$ cat src/rtl/ff_seq_pkg.sv
// Shared types and timing defaults for the flop-bank power-up / soft-reset sequencer.
package ff_seq_pkg;

  typedef enum logic [2:0] {
    HOLD,
    CLR_REL,
    EN_ON,
    RUN,
    EN_OFF,
    CLR_ON
  } seq_state_e;

  localparam int CLR_HOLD_DEF  = 8;
  localparam int STAGE_GAP_DEF = 2;

  // Width of the shared wait counter: it must hold the longer of the two waits.
  function automatic int cnt_width(input int clr_hold, input int stage_gap);
    int longest;
    longest = (clr_hold > stage_gap) ? clr_hold : stage_gap;
    return $clog2(longest + 1);
  endfunction

endpackage

$ cat src/rtl/ff_bank_sequencer_if.sv
// Control/status bundle of ff_bank_sequencer; stage_gate exists only when
// SEQ_STAGE_GATE_EN is defined.
interface ff_bank_sequencer_if #(
  parameter int NUM_STAGES = 4
);

  logic                  soft_req;
  logic                  soft_ack;
  logic [NUM_STAGES-1:0] cd;
  logic [NUM_STAGES-1:0] sp;
  logic                  ready;
  logic                  busy;
`ifdef SEQ_STAGE_GATE_EN
  logic [NUM_STAGES-1:0] stage_gate;

  modport master (output soft_req, output stage_gate,
                  input soft_ack, input cd, input sp, input ready, input busy);
  modport slave  (input soft_req, input stage_gate,
                  output soft_ack, output cd, output sp, output ready, output busy);
`else
  modport master (output soft_req,
                  input soft_ack, input cd, input sp, input ready, input busy);
  modport slave  (input soft_req,
                  output soft_ack, output cd, output sp, output ready, output busy);
`endif

endinterface

$ cat src/rtl/ff_seq_gap_timer.sv
// Loadable down-counter; done is high while the count is zero, i.e. on the edge
// that ends a wait of (load_val + 1) edges counted from the loading edge.
module ff_seq_gap_timer #(
  parameter int           W       = 4,
  parameter logic [W-1:0] RST_VAL = '0
) (
  input  logic         clk,
  input  logic         resetn,
  input  logic         load,
  input  logic [W-1:0] load_val,
  output logic         done
);

  logic [W-1:0] cnt;

  always_ff @(posedge clk or negedge resetn) begin
    if (!resetn) begin
      cnt <= RST_VAL;
    end else if (load) begin
      cnt <= load_val;
    end else if (cnt != '0) begin
      cnt <= cnt - 1'b1;
    end
  end

  assign done = (cnt == '0);

endmodule

$ cat src/rtl/ff_bank_sequencer.sv
// Sequences per-bank clear (cd) and enable (sp) downstream-first on power-up and
// reverse-order on soft reset. Optional zero-latency RUN gating: SEQ_STAGE_GATE_EN.
module ff_bank_sequencer
  import ff_seq_pkg::*;
#(
  parameter int NUM_STAGES = 4,
  parameter int CLR_HOLD   = CLR_HOLD_DEF,
  parameter int STAGE_GAP  = STAGE_GAP_DEF
) (
  input logic               clk,
  input logic               resetn,
  ff_bank_sequencer_if.slave bus
);

  localparam int                    CW        = cnt_width(CLR_HOLD, STAGE_GAP);
  localparam int                    IW        = $clog2(NUM_STAGES) + 1;
  localparam logic [CW-1:0]         HOLD_LOAD = CW'(CLR_HOLD - 1);
  localparam logic [CW-1:0]         GAP_LOAD  = CW'(STAGE_GAP - 1);
  localparam logic [IW-1:0]         LAST_IDX  = IW'(NUM_STAGES - 1);
  localparam logic [NUM_STAGES-1:0] ALL_ONES  = '1;

  seq_state_e            state, state_nx;
  logic [IW-1:0]         idx, idx_nx;
  logic [NUM_STAGES-1:0] cd_q, cd_nx;
  logic [NUM_STAGES-1:0] sp_q, sp_nx;
  logic                  ready_q, ready_nx;
  logic                  busy_q;
  logic                  ack_q, ack_nx;
  logic                  soft_q;
  logic                  pending, pending_nx;
  logic                  soft_rise;
  logic                  tmr_load, tmr_done;
  logic [CW-1:0]         tmr_val;

  assign soft_rise = bus.soft_req & ~soft_q;

  // Reset value equals the CLR_HOLD reload, so reset behaves like a CLR_ON edge.
  ff_seq_gap_timer #(
    .W       (CW),
    .RST_VAL (HOLD_LOAD)
  ) u_gap_timer (
    .clk      (clk),
    .resetn   (resetn),
    .load     (tmr_load),
    .load_val (tmr_val),
    .done     (tmr_done)
  );

  always_ff @(posedge clk or negedge resetn) begin
    if (!resetn) begin
      state   <= HOLD;
      idx     <= '0;
      cd_q    <= ALL_ONES;
      sp_q    <= '0;
      ready_q <= 1'b0;
      busy_q  <= 1'b1;
      ack_q   <= 1'b0;
      soft_q  <= 1'b0;
      pending <= 1'b0;
    end else begin
      // NOTE: non-blocking so every register samples pre-edge values.
      state   <= state_nx;
      idx     <= idx_nx;
      cd_q    <= cd_nx;
      sp_q    <= sp_nx;
      ready_q <= ready_nx;
      busy_q  <= ~ready_nx;
      ack_q   <= ack_nx;
      soft_q  <= bus.soft_req;
      pending <= pending_nx;
    end
  end

  always_comb begin
    // NOTE: everything defaulted first so no branch can infer a latch.
    state_nx   = state;
    idx_nx     = idx;
    cd_nx      = cd_q;
    sp_nx      = sp_q;
    ready_nx   = ready_q;
    ack_nx     = 1'b0;
    pending_nx = pending | soft_rise;
    tmr_load   = 1'b0;
    tmr_val    = GAP_LOAD;

    unique case (state)
      HOLD: if (tmr_done) begin
        cd_nx[0] = 1'b0;
        tmr_load = 1'b1;
        if (NUM_STAGES == 1) begin
          state_nx = EN_ON;
          idx_nx   = '0;
        end else begin
          state_nx = CLR_REL;
          idx_nx   = IW'(1);
        end
      end

      CLR_REL: if (tmr_done) begin
        for (int i = 0; i < NUM_STAGES; i++)
          if (idx == IW'(i)) cd_nx[i] = 1'b0;
        tmr_load = 1'b1;
        if (idx == LAST_IDX) begin
          state_nx = EN_ON;
          idx_nx   = '0;
        end else begin
          idx_nx = idx + 1'b1;
        end
      end

      EN_ON: if (tmr_done) begin
        for (int i = 0; i < NUM_STAGES; i++)
          if (idx == IW'(i)) sp_nx[i] = 1'b1;
        tmr_load = 1'b1;
        if (idx == LAST_IDX) begin
          ready_nx = 1'b1;
          state_nx = RUN;
        end else begin
          idx_nx = idx + 1'b1;
        end
      end

      // A request seen on this very edge is honoured without waiting for pending.
      RUN: if (pending | soft_rise) begin
        pending_nx = 1'b0;
        ready_nx   = 1'b0;
        state_nx   = EN_OFF;
        idx_nx     = LAST_IDX;
        tmr_load   = 1'b1;
      end

      EN_OFF: if (tmr_done) begin
        for (int i = 0; i < NUM_STAGES; i++)
          if (idx == IW'(i)) sp_nx[i] = 1'b0;
        tmr_load = 1'b1;
        if (idx == '0) state_nx = CLR_ON;
        else           idx_nx   = idx - 1'b1;
      end

      CLR_ON: if (tmr_done) begin
        cd_nx    = ALL_ONES;
        ack_nx   = 1'b1;
        state_nx = HOLD;
        idx_nx   = '0;
        tmr_load = 1'b1;
        tmr_val  = HOLD_LOAD;
      end

      default: state_nx = HOLD;
    endcase
  end

  assign bus.cd       = cd_q;
  assign bus.ready    = ready_q;
  assign bus.busy     = busy_q;
  assign bus.soft_ack = ack_q;

`ifdef SEQ_STAGE_GATE_EN
  // The gate acts only in RUN, where the register already holds all ones.
  assign bus.sp = (state == RUN) ? (sp_q & bus.stage_gate) : sp_q;
`else
  assign bus.sp = sp_q;
`endif

endmodule

$ cat src/flat_wrapper.sv
// flat-port wrapper written by rule: the top's interface ports become plain ports
module ff_bank_sequencer_flat import ff_seq_pkg::*;
#(
  parameter int NUM_STAGES = 4,
  parameter int CLR_HOLD   = CLR_HOLD_DEF,
  parameter int STAGE_GAP  = STAGE_GAP_DEF
)
  (clk, resetn, bus_soft_req, bus_soft_ack, bus_cd, bus_sp, bus_ready, bus_busy);
  ff_bank_sequencer_if #(.NUM_STAGES(NUM_STAGES)) bus_i ();
  input logic clk;
  input logic resetn;
  input wire logic [$bits(bus_i.soft_req)-1:0] bus_soft_req;
  output wire logic [$bits(bus_i.soft_ack)-1:0] bus_soft_ack;
  output wire logic [$bits(bus_i.cd)-1:0] bus_cd;
  output wire logic [$bits(bus_i.sp)-1:0] bus_sp;
  output wire logic [$bits(bus_i.ready)-1:0] bus_ready;
  output wire logic [$bits(bus_i.busy)-1:0] bus_busy;
  assign bus_i.soft_req = bus_soft_req;
  assign bus_soft_ack = bus_i.soft_ack;
  assign bus_cd = bus_i.cd;
  assign bus_sp = bus_i.sp;
  assign bus_ready = bus_i.ready;
  assign bus_busy = bus_i.busy;
  ff_bank_sequencer #(.NUM_STAGES(NUM_STAGES), .CLR_HOLD(CLR_HOLD), .STAGE_GAP(STAGE_GAP)) u_core (.clk(clk), .resetn(resetn), .bus(bus_i));
endmodule
$ cat config.mk
export PLATFORM = sky130hd
export DESIGN_NAME = ff_bank_sequencer_flat
export DESIGN_NICKNAME = d
export VERILOG_FILES = /design/src/rtl/ff_seq_pkg.sv /design/src/rtl/ff_bank_sequencer_if.sv /design/src/rtl/ff_seq_gap_timer.sv /design/src/rtl/ff_bank_sequencer.sv /design/src/flat_wrapper.sv
export SDC_FILE = /design/constraint.sdc
export NUM_CORES = 1
export LEC_CHECK = 0
export CORE_MARGIN = 2
export CORE_UTILIZATION = 38
export CTS_CLUSTER_DIAMETER = 60
export DETAILED_ROUTE_END_ITERATION = 8
export MAX_ROUTING_LAYER = met4
export PLACE_DENSITY = 0.62
export SLEW_MARGIN = 25
export SYNTH_ARGS = -nofsm -noshare
export SYNTH_HDL_FRONTEND = slang
export SYNTH_SLANG_ARGS = --single-unit
export TNS_END_PERCENT = 30
$ cat constraint.sdc
create_clock -name clk -period 2.3 [get_ports clk]
set_input_delay 0.23 -clock clk [delete_from_list [all_inputs] [get_ports clk]]
set_output_delay 0.23 -clock clk [all_outputs]
set_load 0.02 [all_outputs]
After elaboration in Yosys (flattened, before gate mapping)
Cells that the tools add are included.

Flip-flop bits (word level): 23. Bits of input ports: 3. Word-level logic and storage cells: 117. RAM bits: 0. Latch bits: 0. Memories kept: 0. Bits in read-only memories: 0.

$mul: 0. Add/subtract/negate cells: 3. Magnitude comparators: 0. Equal/unequal tests: 28. Div/mod/pow operators: 0. Shift operators: 0. Reductions and logical operators: 20. Mux-type cells: 46. Bitwise logic cells: 4.

Operators with widths (count): 2-to-1 mux 3 bit (17); inequality test 2 x 1 -> 1 bit, second input constant (18); case mux 3 bit (6 select lines) (2); AND reduction 5 bit (5); 2-to-1 mux 4 bit (6); AND reduction 9 bit (2); 2-to-1 mux 1 bit (16); equality test 3 x 2 -> 1 bit, second input constant (4); AND reduction 4 bit (3); case mux 4 bit (2 select lines) (1); equality test 3 x 1 -> 1 bit, second input constant (2); equality test 3 bit, second input constant (2); logical NOT 3 bit (2); case mux 3 bit (2 select lines) (1); nonzero test 2 bit (3); nonzero test 6 bit (1); OR reduction 5 bit (1); logical NOT 4 bit (1); inequality test 2 bit, second input constant (2); case mux 1 bit (2 select lines) (2); nonzero test 4 bit (1); subtractor 4 x 1 -> 4 bit, second input constant (1); adder 3 x 1 -> 3 bit, second input constant (1); case mux 1 bit (3 select lines) (1); other kinds (5) (6).

Longest topological paths before layout
Word-level depth: 6. Mapped depth: 7. Mapped depth without buffers: 6.

Cells and area by module
From an unflattened synthesis, not the netlist that was laid out.

Cell total of the unflattened synthesis: 151. Area, all modules: 1437.6 µm².

By module, submodules not included: ff_bank_sequencer (cells each 129, instances 1, area each 1199.9 µm²); ff_seq_gap_timer (cells each 22, instances 1, area each 237.7 µm²).

Worst setup path before layout
Ideal clock, no wire load.

Kind: flip-flop to flip-flop. From: register u_core.idx[0]. To: register u_core.idx[0]. Cell stages (with the launch flop): 7. Data arrival time: 1.659 ns. Required time: 2.210 ns. Path slack: 0.551 ns. Library setup time: 0.090 ns. Path through: dfrtp_1 > ha_1 > ha_1 > o21a_1 > nand2b_1 > a2111o_1 > o2111ai_1.

Longest elaborated chain between the ends: 4.

Ends and longest elaborated chain: from (decl) (RTL line ff_bank_sequencer.sv:23) `logic [IW-1:0] idx, idx_nx;`; from (signal assigned) (RTL line ff_bank_sequencer.sv:63) `idx <= idx_nx;`; subtractor 3 x 1 -> 3 bit, or another cell as far along (RTL line ff_bank_sequencer.sv:137) `else idx_nx = idx - 1'b1;`; 2-to-1 mux 3 bit (on tied branches) (RTL line ff_bank_sequencer.sv:136, ff_bank_sequencer.sv:103, ff_bank_sequencer.sv:115); 2-to-1 mux 3 bit (on tied branches) (RTL line ff_bank_sequencer.sv:132, ff_bank_sequencer.sv:99, ff_bank_sequencer.sv:111); case mux 3 bit (6 select lines) (RTL line ff_bank_sequencer.sv:86) `unique case (state)`.

Several ways; a longest one is shown, not always the timed one. The select of a mux whose other input is x is not followed. A chain may end at the register's enable or synchronous reset.

Worst setup path in the final report
Ends and elaborated chain as after synthesis.

==> run metrics <==
# hold bufs at CTS 0; Comb pwr share slightly below 40%; P_leak 0.6975 nW; Reg clk slew, reported paths about 80 ps; RSZ-0062 raised after global routing no; sequential group share of total power between 40% and 50%; CP bufs+invs 0; number of antenna violations at the first check in global routing 0; row count 22; CTS sink count 23; Worst Skew 1.460 ps; # setup viols final 0; core box area 3633 um2; Switching Fraction 40.84%; H-tree depth 1; postcts setup bufs 0; CP endpoint kind flip-flop; Net count, final 174; FF-to-FF End u_core.idx[0]; post-CTS sizing 0; Crit Path Max Fanout 6; Final Wtd Congestion 0.8330; Iter 0 DRT Violations 57; crit-path cells ha_1 > ha_1 > o21a_1 > nand2b_1 > a2111o_1 > o2111ai_1; actual slew at the worst max-slew pin 750.1 ps; Inserted Diodes 0; Root Driver clkbuf_8; reg-to-reg startpoint u_core.idx[0]; switching power 0.6624 mW; via/cell ratio 5.538; fillcell total 360; Seq/Total Area, Yosys 40.98%; die area roughly 4300 um2; WS Path Type flip-flop to flip-flop; Final ANT Viol Nets 0; synthesis-stage register bit count 23; area grow syn2layout 14.36%; # Max-Cap Violations 0; share of cells above drive strength 1 13.75%; FF-to-FF setup slack roughly 420 ps; Horiz. Die Dim 65.32 um; largest net degree at the start of global routing 24; gr usage total 16.62%; Core Util, Final 44.97%; Distinct cells, synth 45; FF-to-FF path depth 6; Post-Syn Area per Cell 9.590 um2; Cells after Synth ~150; Clock Path Buffers 2; crit path DAT 2070 ps; Fmax 531.2 MHz; CP top delay family compound AO/OA/AOI/OAI gates; crit path time final ~1900 ps; 1st-pass router iterations 4; vias post-DR 1152; max-slew violation count 0; Internal between 0.9 and 1 mW; hold violation count in the final report 0; Clock Latency Late Sink 260 ps; hpwl dp between 2000 and 2500 um; CTS tree yes; total CTS buffers 3; max_slew headroom between 40% and 50%; TNS Setup 0 ps; Residual DRC 0; Post-synth ARST share 100.0%; Hold Slack between 300 and 400 ps; VDD IR max between 0.4 and 0.5 mV; vias in the first global route about 1100; total wire length 3113 um; IO buf count 13; CP most frequent cell ha_1; die height about 65 um; Worst Setup Start Kind flip-flop; crit path max-delay cell type dfrtp_1; syn nets 162; post-DR wirelength/cell 14.97 um; first-pass GRT wire length 5333 um; min-delay worst type input port to async pin; ys flop type dfrtp_1; Clk pwr share about 16%; # IOs 14; Synth warnings 0; Congestion Overflow GR 0; final worst-path cycle share 81.85%; Power Density ~990 nW/um2; Syn Std Cell Area ~1400 um2; Req. time, crit path 2480 ps; biggest cell delay along the critical path 440 ps; status completed; Initial Util 39.33%; EDFF count, synth 0
-- routing by layer --
| metal | up-vias | global-route usage, % | wire, um |
|---|---|---|---|
| met2 | 35 | 25.51 | 1514 |
| li1 | 553 | - | - |
| met1 | 560 | 23.18 | 1438 |
| met5 | - | - | 0 |
| met3 | 4 | 3.253 | 141 |
| met4 | 0 | 3.125 | 17 |
-- flip-flops by register name, indices dropped and copies added (netlist names), named ones only --
signal,count
u_core.bus.cd,4
u_core.bus.sp,4
u_core.u_gap_timer.cnt,4
u_core.idx,3
u_core.state,3
u_core.bus.busy,1
u_core.bus.soft_ack,1
u_core.pending,1
u_core.soft_q,1
-- layout make-up --
| class | instances | area, um2 | share of cell area [%] |
|---|---|---|---|
| multi-input cells | 106 | 748.2 | 45.79 |
| clock inverters | 1 | 5.005 | 0.3063 |
| inverters | 11 | 41.29 | 2.527 |
| well taps | 48 | 60.06 | 3.675 |
| clock buffers | 3 | 41.29 | 2.527 |
| repair buffers | 16 | 152.6 | 9.341 |
| flip-flops and latches | 23 | 585.6 | 35.83 |
-- per-stage QoR --
stage	worst slack, ps	total power, mW	area, um2	std cells
global placement	491.1	1.362	1588	204
finish	417.4	1.622	1634	208
floorplan	551.4	1.175	1429	149
CTS	421.2	1.629	1634	208
detailed placement	443.6	1.369	1588	204
global route	326.3	1.741	1634	208
-- how the worst max path moves through the flow --
stage	from	to	slack, ps	cells past startpoint
after floorplan	u_core.idx[0]	u_core.idx[0]	550	6
after global placement	u_core.idx[0]	u_core.idx[0]	490	6
after detailed placement	u_core.idx[0]	u_core.idx[0]	440	6
after CTS	u_core.idx[0]	u_core.idx[0]	420	6
after global routing	u_core.idx[0]	u_core.idx[1]	330	6
final	u_core.idx[0]	u_core.idx[0]	420	6
-- worst register-to-register path: cells and delay by family (launching register included) --
family / cells / cell delay, ps
fa+ha+maj: 2 / 520
simple gates: 1 / 140
flops: 1 / 440
compound gates: 3 / 710
-- power groups by stage --
stage          sequential (mW)  combinational, mW  clock [mW]
2_1_floorplan            0.685              0.490           0
3_3_place_gp             0.732              0.630           0
4_1_cts                  0.729              0.635       0.265
6_report                 0.731              0.637       0.254
3_5_place_dp             0.737              0.632           0
5_1_grt                  0.750              0.714       0.276
-- synth_stat cells, types with 2 or more instances --
cell type	number	share of area [%]
o21ai_1	3	1.1
buf_6	2	1.6
nor3b_1	2	1.1
a21o_1	5	2.6
nor3_1	2	0.70
o2111ai_1	2	1.2
dfstp_2	8	15
o21a_1	2	1.1
dfrtp_1	15	26
buf_2	4	1.4
inv_1	10	2.6
nand2b_1	3	1.3
and3_1	2	0.88
a31oi_1	3	1.3
nand2_1	15	3.9
ha_1	10	8.8
nor2b_1	6	2.6
o31ai_1	3	1.6
a21oi_1	12	4.2
nor2_1	5	1.3
xor2_1	2	1.2
o21ai_0	8	2.8
clkbuf_1	3	0.79
-- cell usage in the layout (no fill, tap or decap), types with 2 or more instances in the layout --
| cell | netlist | final |
|---|---|---|
| clkbuf_8 | 0 | 3 |
| o21ai_0 | 8 | 8 |
| o31ai_1 | 3 | 3 |
| nor3b_1 | 2 | 2 |
| o2111ai_1 | 2 | 2 |
| clkdlybuf4s50_1 | 0 | 13 |
| nand2b_1 | 3 | 3 |
| dfstp_2 | 8 | 8 |
| a31oi_1 | 3 | 3 |
| buf_4 | 0 | 3 |
| a21oi_1 | 12 | 12 |
| and3_1 | 2 | 2 |
| a21o_1 | 5 | 5 |
| nor2_1 | 5 | 5 |
| xor2_1 | 2 | 2 |
| nor3_1 | 2 | 2 |
| nor2b_1 | 6 | 6 |
| ha_1 | 10 | 10 |
| dfrtp_1 | 15 | 15 |
| o21a_1 | 2 | 2 |
| inv_1 | 10 | 10 |
| nand2_1 | 15 | 15 |
| o21ai_1 | 3 | 3 |
-- cell families (layout without fill, tap and decap cells) --
kind of cell	count (synthesis)	count (layout)	synth area share (%)
buf+inv	20	31	6.655
simple gates	43	43	17.95
compound gates	50	50	23.82
fa+ha+maj	10	10	8.757
flops	23	23	40.98
xor+xnor	3	3	1.839
Power figures use the tool's default switching activity.
